`config.mk`:
```
export PLATFORM = sky130hd
export DESIGN_NAME = uart_wb_master_bridge
export DESIGN_NICKNAME = d
export VERILOG_FILES = /design/src/rtl/uart_wb_master_bridge.sv
export SDC_FILE = /design/constraint.sdc
export NUM_CORES = 1
export LEC_CHECK = 0
export ABC_AREA = 1
export ABC_CLOCK_PERIOD_IN_PS = 1700
export BUFFER_PORTS_ARGS = -buffer_cell sky130_fd_sc_hd__buf_2
export CORE_MARGIN = 5
export CORE_UTILIZATION = 53
export DETAILED_ROUTE_END_ITERATION = 10
export PLACE_DENSITY = 0.79
export SLEW_MARGIN = 40
export SYNTH_ARGS = -nofsm -noshare
export SYNTH_HDL_FRONTEND = slang
export SYNTH_SLANG_ARGS = --single-unit
```
`constraint.sdc`:
```
create_clock -name wb_clk_i -period 1.7 [get_ports wb_clk_i]
set_input_delay 0.34 -clock wb_clk_i [delete_from_list [all_inputs] [get_ports wb_clk_i]]
set_output_delay 0.34 -clock wb_clk_i [all_outputs]
set_load 0.01 [all_outputs]
```
`src/rtl/uart_wb_master_bridge.sv`:
```
// UART-byte-stream to Wishbone initiator: decodes 'W'/'R' frames, runs one classic
// single Wishbone cycle with an ack timeout, and streams the response bytes back.
module uart_wb_master_bridge #(
    parameter int unsigned TIMEOUT = 1024,
    parameter logic [7:0]  CMD_WR  = 8'h57,
    parameter logic [7:0]  CMD_RD  = 8'h52
) (
    input  logic        wb_clk_i,
    input  logic        wb_rst_i,
    input  logic [7:0]  rx_data,
    input  logic        rx_valid,
    output logic [7:0]  tx_data,
    output logic        tx_valid,
    input  logic        tx_ready,
    output logic        wbm_cyc_o,
    output logic        wbm_stb_o,
    output logic        wbm_we_o,
    output logic [3:0]  wbm_sel_o,
    output logic [31:0] wbm_adr_o,
    output logic [31:0] wbm_dat_o,
    input  logic [31:0] wbm_dat_i,
    input  logic        wbm_ack_i,
    output logic        busy_o
);

    typedef enum logic [2:0] {
        S_IDLE,
        S_ADDR,
        S_DATA,
        S_BUS,
        S_RESP
    } state_t;

    localparam logic [15:0] TMO_LAST = 16'(TIMEOUT - 1);
    localparam logic [7:0]  RSP_OK   = 8'h4B;
    localparam logic [7:0]  RSP_ERR  = 8'h45;

    state_t      r_state;
    state_t      w_next;
    logic        r_is_wr;
    logic        r_err;
    logic [1:0]  r_cnt;
    logic [1:0]  r_tx_cnt;
    logic [15:0] r_tmo;
    logic [31:0] r_adr;
    logic [31:0] r_dat;
    logic [31:0] r_rd;

    logic w_is_cmd;
    logic w_tmo_hit;
    logic w_tx_fire;
    logic w_tx_last;

    assign w_is_cmd  = (rx_data == CMD_WR) || (rx_data == CMD_RD);
    assign w_tmo_hit = (r_tmo == TMO_LAST);
    assign w_tx_fire = tx_valid && tx_ready;
    // Errors and write acks are a single byte; read data is four.
    assign w_tx_last = (r_err || r_is_wr) ? 1'b1 : (r_tx_cnt == 2'd3);

    always_ff @(posedge wb_clk_i) begin
        if (wb_rst_i) r_state <= S_IDLE;
        else          r_state <= w_next;
    end

    always_comb begin
        // NOTE: every output gets a default before the case so no path can infer a latch.
        w_next    = r_state;
        wbm_cyc_o = 1'b0;
        wbm_stb_o = 1'b0;
        wbm_we_o  = 1'b0;
        wbm_sel_o = 4'h0;
        tx_valid  = 1'b0;
        tx_data   = 8'h00;
        busy_o    = (r_state != S_IDLE);
        unique case (r_state)
            S_IDLE: if (rx_valid && w_is_cmd) w_next = S_ADDR;
            S_ADDR: if (rx_valid && r_cnt == 2'd3) w_next = r_is_wr ? S_DATA : S_BUS;
            S_DATA: if (rx_valid && r_cnt == 2'd3) w_next = S_BUS;
            S_BUS: begin
                wbm_cyc_o = 1'b1;
                wbm_stb_o = 1'b1;
                wbm_we_o  = r_is_wr;
                wbm_sel_o = 4'hF;
                if (wbm_ack_i || w_tmo_hit) w_next = S_RESP;
            end
            S_RESP: begin
                tx_valid = 1'b1;
                tx_data  = r_err ? RSP_ERR : (r_is_wr ? RSP_OK : r_rd[31:24]);
                if (w_tx_fire && w_tx_last) w_next = S_IDLE;
            end
            default: w_next = S_IDLE;
        endcase
    end

    always_ff @(posedge wb_clk_i) begin
        if (wb_rst_i) begin
            r_is_wr  <= 1'b0;
            r_err    <= 1'b0;
            r_cnt    <= 2'd0;
            r_tx_cnt <= 2'd0;
            r_tmo    <= 16'd0;
            r_adr    <= 32'd0;
            r_dat    <= 32'd0;
            r_rd     <= 32'd0;
        end else begin
            unique case (r_state)
                S_IDLE: begin
                    r_tmo    <= 16'd0;
                    r_tx_cnt <= 2'd0;
                    if (rx_valid && w_is_cmd) begin
                        r_is_wr <= (rx_data == CMD_WR);
                        r_err   <= 1'b0;
                        r_cnt   <= 2'd0;
                    end
                end
                S_ADDR: if (rx_valid) begin
                    r_adr <= {r_adr[23:0], rx_data};
                    r_cnt <= r_cnt + 2'd1;
                end
                S_DATA: if (rx_valid) begin
                    r_dat <= {r_dat[23:0], rx_data};
                    r_cnt <= r_cnt + 2'd1;
                end
                S_BUS: begin
                    r_tmo    <= r_tmo + 16'd1;
                    r_tx_cnt <= 2'd0;
                    // Ack takes priority over a coincident timeout.
                    if (wbm_ack_i) begin
                        if (!r_is_wr) r_rd <= wbm_dat_i;
                    end else if (w_tmo_hit) begin
                        r_err <= 1'b1;
                    end
                end
                S_RESP: if (w_tx_fire) begin
                    r_rd     <= {r_rd[23:0], 8'h00};
                    r_tx_cnt <= r_tx_cnt + 2'd1;
                end
                default: ;
            endcase
        end
    end

    assign wbm_adr_o = r_adr;
    assign wbm_dat_o = r_dat;

endmodule
```
# Yosys cells after proc, flatten, opt, wreduce, memory -nomap -nowiden
# Cells that the tools add are included.
dict set report word_totals {
  elab_cells 84
  out_inout_bits 81
  regBits 121
}
dict set report classes {
  n_eq_ne 20
  mux 29
  n_reduce_logical 23
  n_addsub 3
}
# operator count
set op_table {}
lappend op_table {{$mux 32} 3}
lappend op_table {{$pmux 32 s2} 1}
lappend op_table {{$pmux 16 s2} 1}
lappend op_table {{$mux 8} 3}
lappend op_table {{$ne 2x2->1 const B} 10}
lappend op_table {{$add 16x1->16 const B} 1}
lappend op_table {{$eq 16x10->1 const B} 1}
lappend op_table {{$eq 8x7->1 const B} 2}
lappend op_table {{$mux 3} 5}
lappend op_table {{$pmux 3 s5} 1}
lappend op_table {{$mux 1} 8}
lappend op_table {{$pmux 2 s2} 2}
lappend op_table {{$reduce_and 2->1} 4}
lappend op_table {{$reduce_and 4->1} 2}
lappend op_table {{$reduce_bool 2->1} 4}
lappend op_table {{$eq 3x2->1 const B} 2}
lappend op_table {{$mux 2} 3}
lappend op_table {{$reduce_and 5->1} 1}
lappend op_table {{$add 2x1->2 const B} 2}
lappend op_table {{$eq 2x2->1 const B} 2}
lappend op_table {{$logic_and 1x1->1} 4}
lappend op_table {{$mux 4} 1}
lappend op_table {{$reduce_or 2->1} 2}
lappend op_table {{$eq 3x1->1 const B} 1}
lappend op_table {{other kinds (7)} 9}

# Depth between registers and ports, before layout
# Gate-level depths: netlist of the first run.
dict set report logic_depth {
  word_depth 6
  ltp_mapped 11
  ltp_nobuf 10
}

# Worst setup path after synthesis of the first run
# OpenSTA, ideal clock, no wires.
dict set report synth_timing {
  path_type {flip-flop to output port}
  startpoint {reg r_state[2]}
  endpoint {out wbm_sel_o[0]}
  t_arrival_ns 1.091
  path_buffers 2
  stages_incl_launch_ff 6
  required_time_ns 1.360
  path_slack_ns 0.269
  path_cell_list {dfxtp_1 nor2_4 nand2_2 inv_1 buf_2 buf_4}
}
dict set report synth_via {
  elab_chain_cells 2
}
# item line
set synth_lines {}
lappend synth_lines {{start, declared} 38} ;# state_t r_state;
lappend synth_lines {{start signal, assigned} 62} ;# else r_state <= w_next;
lappend synth_lines {{$eq 3x2->1} 75} ;# unique case (r_state)
lappend synth_lines {{$mux 4} 75}
lappend synth_lines {{end, declared} 18} ;# output logic [3:0] wbm_sel_o,
# No other way between the ends.

# Worst setup path after layout of the first run
dict set report layout_timing {
  startpoint {reg r_state[1]}
  endpoint {out tx_data[3]}
}
dict set report layout_via {
  elab_chain_cells 2
}
# item line
set layout_lines {}
lappend layout_lines {{$eq 3x3->1} 75}
lappend layout_lines {{$mux 8} 75}
lappend layout_lines {{end, declared} 12} ;# output logic [7:0] tx_data,
# No other way between the ends.

==> results of run 1 <==
power groups by stage:
stage	Sequential, mW	Combinational (mW)	Clock, mW
detailed placement	3.82	2.49	0
floorplan	3.91	1.54	0
CTS	3.79	2.82	3.80
global route	3.87	3.29	3.96
global placement	3.79	2.40	0
finish	3.80	2.95	3.78
worst paths after layout:
kind | startpoint | end | slack [ns]
worst min register to register | wbm_adr_o[26] | wbm_adr_o[26] | 0.44
worst max register to register | r_state[1] | r_rd[21] | 0.03
worst max-delay path | r_state[1] | tx_data[3] | -0.11
worst min-delay path | rx_data[0] | wbm_dat_o[0] | 0.12
sequential cells by signal (all words and copies together), names as in the netlist:
register and count:
r_cnt 2, r_err 1, r_is_wr 1, r_rd 32, r_state 3, r_tmo 16
r_tx_cnt 2, wbm_adr_o 32, wbm_dat_o 32
worst max-delay path, stage by stage, from the launching register on:
cell and delay, ns:
dfxtp_4 0.36, inv_4 0.08, nand3_4 0.10, buf_12 0.16
nor3_2 0.10, buf_2 0.16
metal layers:
layer | wire length, µm | track usage
met2 | 6880 | 0.392
met1 | 5990 | 0.283
met5 | 0 | 0
met4 | 324 | 0.0899
met3 | 656 | 0.0521
logic make-up (layout without fill, tap and decap cells):
kind of cell	Yosys count	in the layout	share of synthesized area
AOI/OAI and AO/OA	178	178	0.175
adders and majority gates	3	3	0.00720
buffers and inverters	120	265	0.0962
DFF	121	121	0.464
and+or+nand+nor	332	332	0.257
final cells by class:
type / count / area, µm² / share of cell area
Inverter: 76 / 297 / 0.0431
Multi-Input combinational cell: 513 / 2350 / 0.342
Clock buffer: 19 / 432 / 0.0627
Tap cell: 133 / 166 / 0.0242
Clock inverter: 13 / 191 / 0.0278
Timing Repair Buffer: 157 / 1010 / 0.147
Sequential cell: 121 / 2440 / 0.354
placed cells by master (no fill, tap or decap), types with 3 or more instances in the layout:
master | Yosys | routed
buf_4 | 7 | 22
nand3_1 | 20 | 18
inv_2 | 4 | 4
buf_12 | 0 | 3
buf_2 | 12 | 123
nor3_1 | 7 | 5
nor2_2 | 1 | 4
inv_1 | 70 | 68
o21ai_1 | 14 | 15
dfxtp_4 | 0 | 3
inv_6 | 0 | 5
clkinvlp_4 | 0 | 4
nor2_1 | 143 | 138
nand2_4 | 1 | 3
a21oi_1 | 62 | 62
dfxtp_1 | 121 | 116
bufbuf_16 | 0 | 3
bufinv_16 | 0 | 4
nand4_1 | 6 | 6
a211oi_1 | 3 | 3
buf_6 | 1 | 5
o21ai_0 | 94 | 93
clkbuf_16 | 0 | 16
nor2_4 | 1 | 3
nand2_1 | 147 | 147
what timing repair did:
item / in CTS / in global routing
endpoints found under the hold margin: 0 / 0
endpoints found under the setup margin: 17 / 41
setup buffers: 8 / 6
gates cloned: 3 / 0
gates resized for setup: 20 / 16
pin swaps: 3 / 1
stage by stage:
step	setup TNS (ns)	setup WS [ns]
floorplan	0	0.269
global placement	0	0.153
detailed placement	0	0.0652
CTS	-1.57	-0.126
global route	-2.89	-0.185
finish	-1.43	-0.113
==> results.md, run 1 <==
* Hold buffer count at CTS at 0
* Clk buf depth at 2
* Global-route wire length before repair at 22100 µm
* Achievable frequency at 552 MHz
* Die width at 109 µm
* VDD IR-drop max at 1120 µV
* Initial core utilization at 0.539
* Final WL at 13900 µm
* Clock root cell: clkbuf_8
* Largest cells by area after synthesis: dfxtp_1 (46%), nand2_1 (11%), nor2_1 (10%), o21ai_0 (9.0%), a21oi_1 (6.0%)
* Maximum fanout along the worst path at 10
* Violated checks: negative setup slack
* Mean Syn Cell Area at 6.92 µm²
* Yosys warns at 0
* Setup crit start kind: register
* Area grow syn2layout at 32.0%
* Drt drc at 0
* Clock Pin Slew Worst Setup and Hold Paths at 0.06 ns
* Switching power at 3.43 mW
* Yosys top cell by area: dfxtp_1
* Core Util, Final at 0.711
* Unrepaired setup endpoints after global routing: true
* Cell internal pwr at 7.11 mW
* Main synth FF type: dfxtp_1
* Final Critical Period at 1.81 ns
* Final Cycle Share at 1.07
* Crit. End Element: output port
* FILL cells at 761
* Drt pass-1 iters at 5
* DRT iter0 DRCs at 406
* Number of I/O port buffers at 125
* H-tree Lvls at 4
* Antenna cell count at 0
* Kind of critical path: register to output port
* Final cell count without fillers at 1032
* Cells after synthesis at 754
* Number of antenna violations at the first check in global routing at 0
* Logic gate share of total power at 0.280
* EDFF count, synth at 0
* Actual slew at the worst max-slew pin at 0.453 ns
* Status: finished, violations left
* Hold path depth at 3
* Total via count in the routed design at 5263
* Final setup violation count at 17
* CP Data Arrival Time at 1.47 ns
* Post-Synthesis Net Count at 802
* Worst r2r path cells at 9
* Leakage at 3.16 nW
* Final weighted congestion in routability-driven placement at 0.849
* Largest net degree at the start of global routing at 65
* HPWL after DPL at 8710 µm
* DR vias/cell at 5.10
* Die area at 11900 µm²
* Max-cap violations at 0
* Overall Power at 10.5 mW
* Most frequent cell after synthesis: nand2_1
* Final Hold Viols at 0
* Final-stage net count at 934
* Final hold slack at 0.116 ns
* Post-synth design cell area at 5220 µm²
* Clock Power Share at 0.359
* #FFs+latches synth at 121
* Layout cells sized above 1 at 0.241
* Commonest cells post-synth: nand2_1 (147), nor2_1 (143), dfxtp_1 (121)
* Layout Cell Area excl Fill at 6880 µm²
* Clock skew at 0.0106 ns
* # rows at 36
* WL per Instance at 13.4 µm
* Ports at 126
* Placed Cells at 983
* Switching portion of total power at 0.326
* CP Data Required Time at 1.36 ns
* PD cells at 1530 nW/µm²
* Top cell type's share of synthesized area at 0.464
* Setup ws final at -0.113 ns
* Skew-Pair Late Insertion Delay at 0.51 ns
* Number of unique standard cell types used by synthesis at 31
* Hold WC Path Type: input port to register
* Register area share after synthesis at 0.464
* Core ar. at 9680 µm²
* CTS tree: done
* Final Max Slew Viols at 0
* Antenna Nets Post-Route at 0
* Dpl cell area at 5940 µm²
* Share of total power in sequential cells at 0.361
* Die Ht at 109 µm
* Slew headroom at 0.698
* GR Util All Layers at 0.230
* Total grt overflow at 0
* CTS Buf Count at 17
* Share of synthesized registers carrying an async set or reset at 0
* Clk sinks at 121
* Vias in the first global route at 4879
Power figures use the tool's default switching activity.
==> run 2: changes to the inputs <==
--- a/config.mk
+++ b/config.mk
@@ -6,7 +6,7 @@
 export NUM_CORES = 1
 export LEC_CHECK = 0
 export ABC_AREA = 1
-export ABC_CLOCK_PERIOD_IN_PS = 1700
+export ABC_CLOCK_PERIOD_IN_PS = 2000
 export BUFFER_PORTS_ARGS = -buffer_cell sky130_fd_sc_hd__buf_2
 export CORE_MARGIN = 5
 export CORE_UTILIZATION = 53
==> constraint.sdc (replaced) <==
create_clock -name wb_clk_i -period 2 [get_ports wb_clk_i]
set_input_delay 0.4 -clock wb_clk_i [delete_from_list [all_inputs] [get_ports wb_clk_i]]
set_output_delay 0.4 -clock wb_clk_i [all_outputs]
set_load 0.01 [all_outputs]
==> results.md, run 2 (synthesis gave the netlist of run 1 again) <==
* HPWL after DPL at 8630 µm (-0.92%)
* Final Hold Viols at 0 (unchanged)
* Final setup violation count at 0 (-17)
* Layout cells sized above 1 at 0.218 (-0.0235)
* Crit. End Element: output port
* Logic gate share of total power at 0.266 (-0.014)
* WL per Instance at 12.7 µm (-5.1%)
* CTS tree: done
* Largest net degree at the start of global routing at 66 (+1.5%)
* Commonest non-fill, non-tap cells in the layout: nand2_1 (147), nor2_1 (141), buf_2 (125)
* Area grow syn2layout at 26.5%
* Final Cycle Share at 0.967
* Total grt overflow at 0 (unchanged)
* Clock skew at 0.00576 ns (-0.00486 ns)
* Number of I/O port buffers at 125 (unchanged)
* Clock Power Share at 0.342 (-0.017)
* PD cells at 1250 nW/µm² (-18%)
* Skew-Pair Late Insertion Delay at 0.52 ns (about the same)
* Final Max Slew Viols at 0 (unchanged)
* Final cell count without fillers at 1019 (-1.3%)
* Share of total power in sequential cells at 0.391 (+0.030)
* Final Critical Period at 1.93 ns
* Core Util, Final at 0.681 (-0.0296)
* # rows at 36 (unchanged)
* Actual slew at the worst max-slew pin at 0.379 ns (-0.0740 ns)
* Maximum fanout along the worst path at 11 (+1)
* Clock Pin Slew Worst Setup and Hold Paths at 0.05 ns (about the same)
* Placed Cells at 978 (-0.51%)
* Antenna cell count at 0 (unchanged)
* Status: completed
* GR Util All Layers at 0.221 (-0.00913)
* Ports at 126 (unchanged)
* Most common cell after layout, fill and taps aside: nand2_1
* Global-route wire length before repair at 20900 µm (-5.5%)
* Vias in the first global route at 4621 (-5.3%)
* Die area at 11900 µm² (unchanged)
* Reg area at 2430 µm² (-0.21%)
* Hold WC Path Type: input port to register
* CTS Buf Count at 17 (unchanged)
* Cell internal pwr at 5.57 mW (-22%)
* Setup TNS at 0 ns (+1.43 ns)
* Drt pass-1 iters at 4 (-1)
* Antenna Nets Post-Route at 0 (unchanged)
* Drt drc at 0 (unchanged)
* Crit path launch: r_state[2]
* Clk sinks at 121 (unchanged)
* Final weighted congestion in routability-driven placement at 0.920 (+8.3%)
* Max-cap violations at 0 (unchanged)
* Total via count in the routed design at 5096 (-3.2%)
* Core ar. at 9680 µm² (unchanged)
* H-tree Lvls at 4 (unchanged)
* Clock root cell: clkbuf_8
* Die width at 109 µm (unchanged)
* Setup crit start kind: register
* Kind of critical path: register to output port
* Switching portion of total power at 0.326 (+0.000449)
* Initial core utilization at 0.539 (unchanged)
* CP Data Arrival Time at 1.53 ns (+0.06 ns)
* DRT iter0 DRCs at 316 (-22%)
* FILL cells at 826 (+8.5%)
* Final-stage net count at 923 (-1.2%)
* VDD IR-drop max at 547 µV (-51%)
* R2r startpoint: r_tmo[0]
* Slew headroom at 0.747 (+0.0490)
* DR vias/cell at 5.00 (-1.9%)
* Worst r2r path cells at 9 (unchanged)
* Number of antenna violations at the first check in global routing at 0 (unchanged)
* Area of the multi-input gates at 2330 µm² (-0.90%)
* Switching power at 2.70 mW (-21%)
* FF-to-FF End: r_state[0]
* Die Ht at 109 µm (unchanged)
* Final WL at 13000 µm (-6.3%)
* Clk buf depth at 2 (unchanged)
* FF-to-FF setup slack at 0.28 ns (+0.25 ns)
* Leakage at 3.02 nW (-4.3%)
* CP Data Required Time at 1.60 ns (+0.24 ns)
* Achievable frequency at 517 MHz
* CP Capture Point: busy_o
[run 2: final cells by class]
cell class,instances,share of cell area
sequential,121,0.368
multi-input combinational,514,0.353
timing repair buffer,145,0.124
clock buffer,22,0.0687
inverter,76,0.0457
tap,133,0.0252
clock inverter,8,0.0148
[run 2: power by group through the flow]
stage,registers (mW),clock network [mW],logic [mW]
after CTS,3.23,2.86,2.15
after detailed placement,3.25,0,2.05
final,3.23,2.83,2.20
after global placement,3.23,0,1.98
after global routing,3.29,3.00,2.49
after floorplan,3.33,0,1.31
[run 2: worst min path at each step]
| stage | from | to | slack, ns | cells after the start |
|---|---|---|---|---|
| after global routing | rx_data[2] | wbm_dat_o[2] | 0.17 | 3 |
| final | rx_data[0] | wbm_dat_o[0] | 0.17 | 3 |
| after detailed placement | wbm_adr_o[31] | wbm_adr_o[31] | 0.43 | 2 |
| after global placement | wbm_adr_o[24] | wbm_adr_o[24] | 0.43 | 2 |
| after CTS | rx_data[0] | wbm_dat_o[0] | 0.15 | 3 |
| after floorplan | r_rd[21] | r_rd[21] | 0.42 | 2 |
[run 2: what timing repair did]
action | 4_1_cts | 5_1_grt
pin swaps | 1 | 1
setup endpoints to repair | 15 | 14
endpoints found under the hold margin | 0 | 0
gates resized for setup | 10 | 7
cloned | 1 | 0
setup buffers | 7 | 3
hold buffers | 0 | 0
[run 2: per-layer routing]
metal / GRT usage / routed length, µm / vias up / part of all wire
met5: 0 / 0 / - / 0
met4: 0.0899 / 257 / 0 / 0.020
met3: 0.0580 / 660 / 28 / 0.051
met2: 0.371 / 6480 / 132 / 0.50
met1: 0.269 / 5580 / 2291 / 0.43
li1: - / - / 2645 / -
[run 2: through the flow]
stage	cell area (µm²)	hold slack, ns	power (mW)	setup WS [ns]
global route	6600	0.170	8.78	-0.0142
finish	6600	0.165	8.26	0.0663
global placement	5900	0.427	5.20	0.347
CTS	6560	0.152	8.23	-0.00248
floorplan	5220	0.425	4.63	0.509
detailed placement	5900	0.432	5.30	0.232
[run 2: worst max-delay path, stage by stage, from the launching register on]
cell and delay (ns):
dfxtp_4 0.38, nor2_4 0.18, nand2_4 0.13, buf_4 0.19, buf_2 0.14
==> run 3: changes to the inputs <==
==> constraint.sdc (replaced) <==
create_clock -name wb_clk_i -period 2 [get_ports wb_clk_i]
set_input_delay 0.2 -clock wb_clk_i [delete_from_list [all_inputs] [get_ports wb_clk_i]]
set_output_delay 0.2 -clock wb_clk_i [all_outputs]
set_load 0.01 [all_outputs]
==> results.md, run 3 (synthesis gave the netlist of run 1 again) <==
* Total via count in the routed design at 5168 (+1.4%)
* Die Ht at 109 µm (unchanged)
* Slew headroom at 0.675 (-0.0722)
* Final Critical Period at 1.91 ns (-0.0278 ns)
* Crit. End Element: output port
* Clock Power Share at 0.380 (+0.038)
* Drt drc at 0 (unchanged)
* Initial core utilization at 0.539 (unchanged)
* Total grt overflow at 0 (unchanged)
* WL per Instance at 12.7 µm (-0.26%)
* Worst Path Buf+Inv at 3 (+1)
* Switching portion of total power at 0.325 (-0.00137)
* Number of antenna violations at the first check in global routing at 0 (unchanged)
* Core ar. at 9680 µm² (unchanged)
* DRT iter0 DRCs at 293 (-7.3%)
* VDD IR-drop max at 620 µV (+13%)
* Clk buf depth at 2 (unchanged)
* Antenna Nets Post-Route at 0 (unchanged)
* Drt pass-1 iters at 5 (+1)
* Layout Cell Area excl Fill at 6640 µm² (+0.68%)
* Die width at 109 µm (unchanged)
* Slowest CP cell: dfxtp_1
* Maximum fanout along the worst path at 43 (+32)
* Clock skew at 0.0104 ns (+0.00467 ns)
* Max-cap violations at 0 (unchanged)
* Vias in the first global route at 4789 (+3.6%)
* Area grow syn2layout at 27.4%
* Leakage at 3.04 nW (+0.46%)
* HPWL after DPL at 8460 µm (-2.0%)
* Final hold slack at 0.0231 ns (-0.142 ns)
* Final Cycle Share at 0.953 (-0.0139)
* Die area at 11900 µm² (unchanged)
* CP Data Arrival Time at 1.71 ns (+0.18 ns)
* Core Util, Final at 0.686 (+0.00465)
* Most common cell after layout, fill and taps aside: nand2_1
* Setup crit start kind: register
* Number of I/O port buffers at 125 (unchanged)
* Ports at 126 (unchanged)
* GR Util All Layers at 0.217 (-0.00451)
* Final setup violation count at 0 (unchanged)
* # rows at 36 (unchanged)
* Clock Pin Slew Worst Setup and Hold Paths at 0.06 ns (about the same)
* Dpl cell area at 5890 µm² (-0.21%)
* Setup TNS at 0 ns (unchanged)
* PD cells at 1290 nW/µm² (+2.8%)
* Kind of critical path: register to output port
* Final WL at 13000 µm (+0.13%)
* Largest stage delay on the critical path at 0.47 ns (+0.09 ns)
* Switching power at 2.78 mW (+3.0%)
* Clk sinks at 121 (unchanged)
* Cell internal pwr at 5.77 mW (+3.7%)
* Achievable frequency at 525 MHz (+1.5%)
* Skew-Pair Late Insertion Delay at 0.50 ns (-0.02 ns)
* Clock root cell: clkbuf_8
* CP Data Required Time at 1.80 ns (+0.20 ns)
* Delay-heaviest family, CP: buffers and inverters
* Final-stage net count at 924 (+0.11%)
* Hold WC Path Type: input port to register
* Overall Power at 8.55 mW (+3.5%)
* Status: completed
* CTS tree: done
* DR vias/cell at 5.05 (+1.0%)
* Commonest non-fill, non-tap cells in the layout: nand2_1 (147), nor2_1 (143), buf_2 (125)
* Unrepaired setup endpoints after global routing: false
* Global-route wire length before repair at 20900 µm (+0.16%)
* CTS Buf Count at 17 (unchanged)
* Logic gate share of total power at 0.245 (-0.021)
* Layout cells sized above 1 at 0.211 (-0.00636)
* Final Max Slew Viols at 0 (unchanged)
* H-tree Lvls at 4 (unchanged)
* Final weighted congestion in routability-driven placement at 0.854 (-7.1%)
* Final Hold Viols at 0 (unchanged)
* Actual slew at the worst max-slew pin at 0.488 ns (+0.109 ns)
* Largest net degree at the start of global routing at 66 (unchanged)
* Share of total power in sequential cells at 0.376 (-0.015)
* CP cell instances: inv_2 > nand3_4 > buf_8 > nor2_1 > buf_2
-- run 3: through the flow --
| stage | setup WS (ns) | std cells |
|---|---|---|
| detailed placement | 0.317 | 978 |
| floorplan | 0.606 | 754 |
| finish | 0.0941 | 1023 |
| CTS | 0.0434 | 1017 |
| global placement | 0.438 | 978 |
| global route | 0.00154 | 1022 |
-- run 3: area by class of cell --
| cell class | instances | area (µm²) |
|---|---|---|
| clock buffer | 18 | 428 |
| fill | 801 | 3040 |
| antenna | 1 | 2.50 |
| clock inverter | 14 | 206 |
| timing repair buffer | 147 | 828 |
| inverter | 76 | 292 |
| sequential | 121 | 2420 |
| multi-input combinational | 513 | 2300 |
| tap | 133 | 166 |
-- run 3: worst reg2reg max path, stage by stage, from the launching register on --
cell and delay (ns):
dfxtp_2 0.36, nor2_1 0.30, nand2_2 0.23, inv_1 0.17, nand2_1 0.17, nand3_1 0.20
nand2_1 0.08, nand2_1 0.07, nor2_1 0.04
-- run 3: path summary, 6_finish.rpt --
kind | startpoint | slack, ns | end | cells past startpoint
min reg2reg | wbm_adr_o[25] | 0.44 | wbm_adr_o[25] | 2
min | wbm_dat_i[4] | 0.02 | r_rd[4] | 5
max reg2reg | r_state[2] | 0.29 | r_state[0] | 8
max | r_state[0] | 0.09 | tx_data[5] | 5
-- run 3: layer usage --
metal / vias to the layer above / part of all wire / track usage
met5: - / 0 / 0
met2: 186 / 0.49 / 0.358
met1: 2298 / 0.42 / 0.260
met3: 38 / 0.056 / 0.0574
met4: 0 / 0.030 / 0.109
li1: 2646 / - / -
-- run 3: power by group through the flow --
stage	Combinational [mW]	Clock, mW	Sequential [mW]
6_report	2.09	3.25	3.21
5_1_grt	2.38	3.40	3.27
4_1_cts	2.08	3.29	3.21
3_5_place_dp	2.04	0	3.25
3_3_place_gp	1.96	0	3.23
2_1_floorplan	1.31	0	3.33
-- run 3: repair_timing --
| action | CTS | global route |
|---|---|---|
| buffers inserted | 0 | 5 |
| resized for setup | 3 | 1 |
| endpoints found under the hold margin | 11 | 0 |
| hold buffers | 7 | 0 |
| cloned | 0 | 0 |
| endpoints found under the setup margin | 13 | 10 |
